$ cat src/rtl/seg7_scan_driver_pkg.sv
// Shared types, segment patterns and the nibble encoder for the seven-segment scan driver.
// Patterns are active-high. Polarity inversion is done at the top level.
package seg7_pkg;

    typedef logic [7:0] seg_t;

    typedef enum logic {
        PH_BLANK,
        PH_ON
    } phase_e;

    localparam seg_t SEG_0    = 8'h3F;
    localparam seg_t SEG_1    = 8'h06;
    localparam seg_t SEG_2    = 8'h5B;
    localparam seg_t SEG_3    = 8'h4F;
    localparam seg_t SEG_4    = 8'h66;
    localparam seg_t SEG_5    = 8'h6D;
    localparam seg_t SEG_6    = 8'h7D;
    localparam seg_t SEG_7    = 8'h07;
    localparam seg_t SEG_8    = 8'h7F;
    localparam seg_t SEG_9    = 8'h6F;
    localparam seg_t SEG_DASH = 8'h40;
    localparam seg_t SEG_OFF  = 8'h00;

    function automatic seg_t seg7_encode(input logic [3:0] nibble, input logic dp);
        seg_t s;
        case (nibble)
            4'd0:    s = SEG_0;
            4'd1:    s = SEG_1;
            4'd2:    s = SEG_2;
            4'd3:    s = SEG_3;
            4'd4:    s = SEG_4;
            4'd5:    s = SEG_5;
            4'd6:    s = SEG_6;
            4'd7:    s = SEG_7;
            4'd8:    s = SEG_8;
            4'd9:    s = SEG_9;
            default: s = SEG_DASH;
        endcase
        s[7] = dp;
        return s;
    endfunction

endpackage

$ cat src/rtl/seg7_scan_driver_if.sv
// Data/display bundle between the BCD source (master) and the scan driver (slave).
interface seg7_scan_driver_if #(
    parameter int NUM_DIGITS = 6
);
    import seg7_pkg::*;

    logic [4*NUM_DIGITS-1:0] bcd_in;
    logic                    bcd_valid;
    logic [NUM_DIGITS-1:0]   dp_in;
    seg_t                    seg;
    logic [NUM_DIGITS-1:0]   digit_cs;
    logic                    frame_done;

    modport master (
        output bcd_in, bcd_valid, dp_in,
        input  seg, digit_cs, frame_done
    );

    modport slave (
        input  bcd_in, bcd_valid, dp_in,
        output seg, digit_cs, frame_done
    );

endinterface

$ cat src/rtl/seg7_scan_driver_decode.sv
// Combinational nibble/dp/blank to active-high segment pattern.
module seg7_decode
    import seg7_pkg::*;
(
    input  logic [3:0] nibble_i,
    input  logic       dp_i,
    input  logic       blank_i,
    output seg_t       seg_o
);

    always_comb begin
        seg_o = seg7_encode(nibble_i, dp_i);
        // A blanked digit keeps its decimal point.
        if (blank_i) begin
            seg_o    = SEG_OFF;
            seg_o[7] = dp_i;
        end
    end

endmodule

$ cat src/rtl/seg7_scan_driver.sv
// Multiplexed seven-segment scan driver with shadow capture and blank gap per slot.
// Optional leading-zero blanking: define SEG7_LZB_EN.
module seg7_scan_driver
    import seg7_pkg::*;
#(
    parameter int NUM_DIGITS     = 6,
    parameter int SCAN_DIV       = 100000,
    parameter int BLANK_CYCLES   = 16,
    parameter int SEG_ACTIVE_LOW = 0,
    parameter int CS_ACTIVE_LOW  = 1
) (
    input logic               clk,
    input logic               rst_n,
    seg7_scan_driver_if.slave bus
);

    localparam int CNT_W = (SCAN_DIV > 1) ? $clog2(SCAN_DIV) : 1;
    localparam int IDX_W = $clog2(NUM_DIGITS);
    localparam seg_t SEG_IDLE = (SEG_ACTIVE_LOW != 0) ? 8'hFF : 8'h00;
    localparam logic [NUM_DIGITS-1:0] CS_IDLE = (CS_ACTIVE_LOW != 0) ? '1 : '0;

    logic [CNT_W-1:0]        div_cnt_q, div_cnt_d;
    logic [IDX_W-1:0]        digit_idx_q, digit_idx_d;
    logic [4*NUM_DIGITS-1:0] shadow_bcd_q, shadow_bcd_d;
    logic [NUM_DIGITS-1:0]   shadow_dp_q, shadow_dp_d;
    seg_t                    seg_q, seg_d;
    logic [NUM_DIGITS-1:0]   cs_q, cs_d;
    logic                    frame_done_q, frame_done_d;

    logic [4*NUM_DIGITS-1:0] upper;
    logic                    dec_blank;
    seg_t                    dec_seg;
    logic                    wrap;
    phase_e                  phase_d;
    logic [NUM_DIGITS-1:0]   onehot;

    // Nibble at digit_idx sits in upper[3:0]; an all-zero upper means this and every higher digit is zero.
    assign upper = shadow_bcd_q >> {digit_idx_q, 2'b00};

`ifdef SEG7_LZB_EN
    assign dec_blank = (digit_idx_q != '0) && (upper == '0);
`else
    assign dec_blank = 1'b0;
`endif

    seg7_decode u_decode (
        .nibble_i (upper[3:0]),
        .dp_i     (shadow_dp_q[digit_idx_q]),
        .blank_i  (dec_blank),
        .seg_o    (dec_seg)
    );

    always_comb begin
        div_cnt_d    = div_cnt_q;
        digit_idx_d  = digit_idx_q;
        shadow_bcd_d = shadow_bcd_q;
        shadow_dp_d  = shadow_dp_q;
        seg_d        = seg_q;
        cs_d         = CS_IDLE;
        frame_done_d = 1'b0;
        onehot       = '0;
        phase_d      = PH_BLANK;

        if (bus.bcd_valid) begin
            shadow_bcd_d = bus.bcd_in;
            shadow_dp_d  = bus.dp_in;
        end

        wrap = (div_cnt_q == CNT_W'(SCAN_DIV - 1));
        if (wrap) begin
            div_cnt_d    = '0;
            digit_idx_d  = (digit_idx_q == IDX_W'(NUM_DIGITS - 1)) ? '0 : digit_idx_q + 1'b1;
            frame_done_d = (digit_idx_q == IDX_W'(NUM_DIGITS - 1));
        end else begin
            div_cnt_d = div_cnt_q + 1'b1;
        end

        // Segments latch from the pre-edge shadow, so a same-edge capture lands one slot later.
        if (div_cnt_q == '0) begin
            seg_d = (SEG_ACTIVE_LOW != 0) ? ~dec_seg : dec_seg;
        end

        // Outputs are registered, so the phase is judged on the count the edge produces.
        if (div_cnt_d >= CNT_W'(BLANK_CYCLES)) begin
            phase_d = PH_ON;
        end
        if (phase_d == PH_ON) begin
            onehot[digit_idx_d] = 1'b1;
            cs_d = (CS_ACTIVE_LOW != 0) ? ~onehot : onehot;
        end
    end

    always_ff @(posedge clk or negedge rst_n) begin
        if (!rst_n) begin
            div_cnt_q    <= '0;
            digit_idx_q  <= '0;
            shadow_bcd_q <= '0;
            shadow_dp_q  <= '0;
            seg_q        <= SEG_IDLE;
            cs_q         <= CS_IDLE;
            frame_done_q <= 1'b0;
        end else begin
            div_cnt_q    <= div_cnt_d;
            digit_idx_q  <= digit_idx_d;
            shadow_bcd_q <= shadow_bcd_d;
            shadow_dp_q  <= shadow_dp_d;
            seg_q        <= seg_d;
            cs_q         <= cs_d;
            frame_done_q <= frame_done_d;
        end
    end

    assign bus.seg        = seg_q;
    assign bus.digit_cs   = cs_q;
    assign bus.frame_done = frame_done_q;

endmodule

$ cat src/flat_wrapper.sv
// flat-port wrapper written by rule: the top's interface ports become plain ports
module seg7_scan_driver_flat import seg7_pkg::*;
#(
    parameter int NUM_DIGITS     = 6,
    parameter int SCAN_DIV       = 100000,
    parameter int BLANK_CYCLES   = 16,
    parameter int SEG_ACTIVE_LOW = 0,
    parameter int CS_ACTIVE_LOW  = 1
)
  (clk, rst_n, bus_bcd_in, bus_bcd_valid, bus_dp_in, bus_seg, bus_digit_cs, bus_frame_done);
  seg7_scan_driver_if #(.NUM_DIGITS(NUM_DIGITS)) bus_i ();
  input logic clk;
  input logic rst_n;
  input wire logic [$bits(bus_i.bcd_in)-1:0] bus_bcd_in;
  input wire logic [$bits(bus_i.bcd_valid)-1:0] bus_bcd_valid;
  input wire logic [$bits(bus_i.dp_in)-1:0] bus_dp_in;
  output wire logic [$bits(bus_i.seg)-1:0] bus_seg;
  output wire logic [$bits(bus_i.digit_cs)-1:0] bus_digit_cs;
  output wire logic [$bits(bus_i.frame_done)-1:0] bus_frame_done;
  assign bus_i.bcd_in = bus_bcd_in;
  assign bus_i.bcd_valid = bus_bcd_valid;
  assign bus_i.dp_in = bus_dp_in;
  assign bus_seg = bus_i.seg;
  assign bus_digit_cs = bus_i.digit_cs;
  assign bus_frame_done = bus_i.frame_done;
  seg7_scan_driver #(.NUM_DIGITS(NUM_DIGITS), .SCAN_DIV(SCAN_DIV), .BLANK_CYCLES(BLANK_CYCLES), .SEG_ACTIVE_LOW(SEG_ACTIVE_LOW), .CS_ACTIVE_LOW(CS_ACTIVE_LOW)) u_core (.clk(clk), .rst_n(rst_n), .bus(bus_i));
endmodule
$ cat config.mk
export PLATFORM = sky130hd
export DESIGN_NAME = seg7_scan_driver_flat
export DESIGN_NICKNAME = d
export VERILOG_FILES = /design/src/rtl/seg7_scan_driver_pkg.sv /design/src/rtl/seg7_scan_driver_if.sv /design/src/rtl/seg7_scan_driver_decode.sv /design/src/rtl/seg7_scan_driver.sv /design/src/flat_wrapper.sv
export SDC_FILE = /design/constraint.sdc
export NUM_CORES = 1
export LEC_CHECK = 0
export ABC_AREA = 1
export CAP_MARGIN = 40
export CORE_MARGIN = 2
export CORE_UTILIZATION = 57
export CTS_BUF_LIST = sky130_fd_sc_hd__clkbuf_8
export DETAILED_ROUTE_END_ITERATION = 8
export GPL_ROUTABILITY_DRIVEN = 0
export GPL_TIMING_DRIVEN = 1
export PLACE_DENSITY = 0.82
export REMOVE_ABC_BUFFERS = 1
export SLEW_MARGIN = 20
export SYNTH_ARGS = -nofsm -noshare
export SYNTH_HDL_FRONTEND = slang
export SYNTH_SLANG_ARGS = --single-unit
export TNS_END_PERCENT = 20
$ cat constraint.sdc
create_clock -name clk -period 2.13 [get_ports clk]
set_input_delay 0.426 -clock clk [delete_from_list [all_inputs] [get_ports clk]]
set_output_delay 0.426 -clock clk [all_outputs]
set_load 0.02 [all_outputs]
==> results.json <==
{
  "grt_overflow_total": 0,
  "fp.dieArea_um2": 6930,
  "synth_cell_types": 38,
  "setup_tns_ns": 0,
  "worstPathArrival_ns": 2.18,
  "dpl.hpwl_mm": 5.868,
  "ctsHoldBuffers": 0,
  "maxSlewHeadroom": 0.6370,
  "totalPowerFinal_uw": 2791,
  "antenna_found_initial": 0,
  "ios": 48,
  "final_common_cell": "nand2_1",
  "fin_area_um2": 4392,
  "hold_viol": 0,
  "grtUsageTotal": 0.2361,
  "vias": 3074,
  "mostFrequentLayoutCells": "nand2_1, inv_1, dfrtp_1",
  "fill_cells": 443,
  "ctsLongestPathBuffers": 2,
  "reg2reg_depth": 12,
  "wl_per_cell_um": 13.08,
  "firstDrtPassIters": 4,
  "htree_levels": 3,
  "portBuffers": 47,
  "grt_pass1_vias": 3059,
  "avgSynthCellArea_um2": 7.920,
  "num_antenna_cells": 0,
  "syn_inst": 452,
  "worst_pin_slew_ns": 0.5395,
  "drt_iter0_markers": 163,
  "cts_root_buf": "clkbuf_8",
  "drive_gt1_frac": 0.1442,
  "drcViolationCount": 0,
  "die_w_um": 83.25,
  "cp.required_ns": 2.35,
  "start_util": 0.5975,
  "rrSetupSlack_ns": 0.17,
  "synth_seq_cells": 65,
  "synthToLayoutAreaGrowth_pct": 22.68,
  "p_leak_uw": 0.002265,
  "clock.fmax_ghz": 0.5104,
  "place_area_um2": 4168,
  "coreArea_um2": 5991,
  "clk_pin_slew_ns": 0.07,
  "grt_pass1_wl_mm": 13.16,
  "dieHeight_um": 83.25,
  "crit_type": "reg2reg",
  "ir_worst_vdd_mv": 0.5158,
  "max_cap_viol_count": 0,
  "netlist_area_um2": 3580,
  "finalCriticalPeriod_ns": 1.959,
  "routed_wl_mm": 7.689,
  "via_per_inst": 5.228,
  "dpl.cell_count": 571,
  "status": "finished, final reports clean",
  "powerDensity_nw_per_um2": 635.5,
  "synth_warnings": 0,
  "synth_top_area_cell": "dfrtp_1",
  "critPathMaxFanout": 7,
  "cts_tree": "done",
  "cts_num_sinks": 65,
  "r2r-start": "u_core.digit_idx_q[1]",
  "finClkSkew_ns": 0.01071,
  "crit_path_end_kind": "flop",
  "worstSetupStartpointType": "flop",
  "cts_buffers": 9,
  "min-delay-path-class": "in2async",
  "nets": 549,
  "seq_area_frac_synth": 0.4565,
  "grt_max_degree": 48,
  "setup_violations": 0,
  "slew_violations": 0,
  "rows": 28,
  "synth_top_area_frac": 0.4124,
  "fin_cells": 588,
  "antenna_left": 0,
  "min_period_over_period": 0.9198,
  "insertion_delay_ns": 0.34,
  "r2r-end": "u_core.bus.seg[3]",
  "synth.area.top_cells": "dfrtp_1, nand2_1, inv_1"
}
## registers in the layout (all words and copies together) (netlist names)
register               count
u_core.shadow_bcd_q       24
u_core.div_cnt_q          17
u_core.bus.seg             8
u_core.bus.digit_cs        6
u_core.shadow_dp_q         6
u_core.digit_idx_q         3
u_core.bus.frame_done      1
## per-stage QoR
| step | utilization | hold WS [ns] | worst slack, ns |
|---|---|---|---|
| after floorplan | - | 0.1304 | 0.07293 |
| after global placement | 0.6957 | 0.4086 | 0.2383 |
| after CTS | 0.7314 | 0.04689 | 0.1422 |
| final | 0.7331 | 0.03858 | 0.1708 |
| after detailed placement | 0.6957 | 0.4197 | 0.1592 |
| after global routing | 0.7331 | 0.08118 | -0.006303 |
## logic make-up (layout without fill, tap and decap cells)
| family | count (synthesis) | count (layout) | synth area share |
|---|---|---|---|
| buf+inv | 85 | 146 | 0.09297 |
| mux | 13 | 13 | 0.04089 |
| simple gates | 235 | 235 | 0.3041 |
| fa+ha+maj | 8 | 8 | 0.02796 |
| compound gates | 43 | 43 | 0.06816 |
| xor+xnor | 3 | 3 | 0.009439 |
| flops | 65 | 65 | 0.4565 |
## area by class of cell
cell class | count | area [um2] | area share
multi-input cells | 302 | 1614 | 0.3675
flip-flops and latches | 65 | 1635 | 0.3724
clock inverters | 6 | 76.32 | 0.01738
clock buffers | 10 | 137.6 | 0.03134
repair buffers | 54 | 543.0 | 0.1236
inverters | 76 | 291.5 | 0.06638
well taps | 75 | 93.84 | 0.02137
## critical path, stage by stage (launching register included)
cell and delay [ns]:
dfrtp_2 0.47, inv_1 0.10, nand2_1 0.13, a21oi_1 0.15, o21ai_0 0.09, and3_2 0.24
ha_1 0.31, nand2_1 0.09, nand2_1 0.05, nand2_1 0.06, nand2_1 0.05, nand2_1 0.05
nand2_1 0.05
## synthesized netlist by cell type, drive strengths merged
cell,number
nand2,131
clkinv,2
o21ai,28
a211oi,1
and3,1
buf,5
nand3b,1
ha,8
nor3b,1
nor4,3
nor3,5
dfrtp,59
nor2,52
a21oi,5
xor2,3
o211ai,6
dfstp,6
inv,74
mux2,13
clkbuf,4
nand3,29
nand4,12
o22ai,3
## how the worst max path moves through the flow
stage | start | endpoint | slack, ns | cells past startpoint
after floorplan | u_core.digit_idx_q[0] | u_core.bus.seg[3] | 0.07 | 13
final | u_core.digit_idx_q[1] | u_core.bus.seg[3] | 0.17 | 12
after detailed placement | u_core.digit_idx_q[1] | u_core.bus.seg[0] | 0.16 | 14
after global placement | u_core.digit_idx_q[1] | u_core.bus.seg[3] | 0.24 | 14
after CTS | u_core.digit_idx_q[1] | u_core.bus.seg[0] | 0.14 | 14
after global routing | u_core.digit_idx_q[1] | u_core.bus.seg[0] | -0.006 | 14
## power breakdown
group	total (uW)	internal (uW)	switching (uW)	leakage [uW]
clock network	1150	677	471	0.000120
registers	1340	1300	33.5	0.000790
logic	307	152	154	0.00135
total	2790	2130	659	0.00226
## routing by layer
layer,wire length (um),share of wire,vias up,GRT usage
li1,-,-,1533,-
met1,3294,0.43,1433,0.2789
met2,3858,0.50,89,0.4142
met3,365,0.047,19,0.04274
met4,170,0.022,0,0.1118
met5,0,0,-,0
## timing repair
item | 4_1_cts | 5_1_grt
endpoints found under the setup margin | 0 | 2
resized for setup | 0 | 2
buffers inserted | 0 | 1
(Power assumes the default switching activity.)
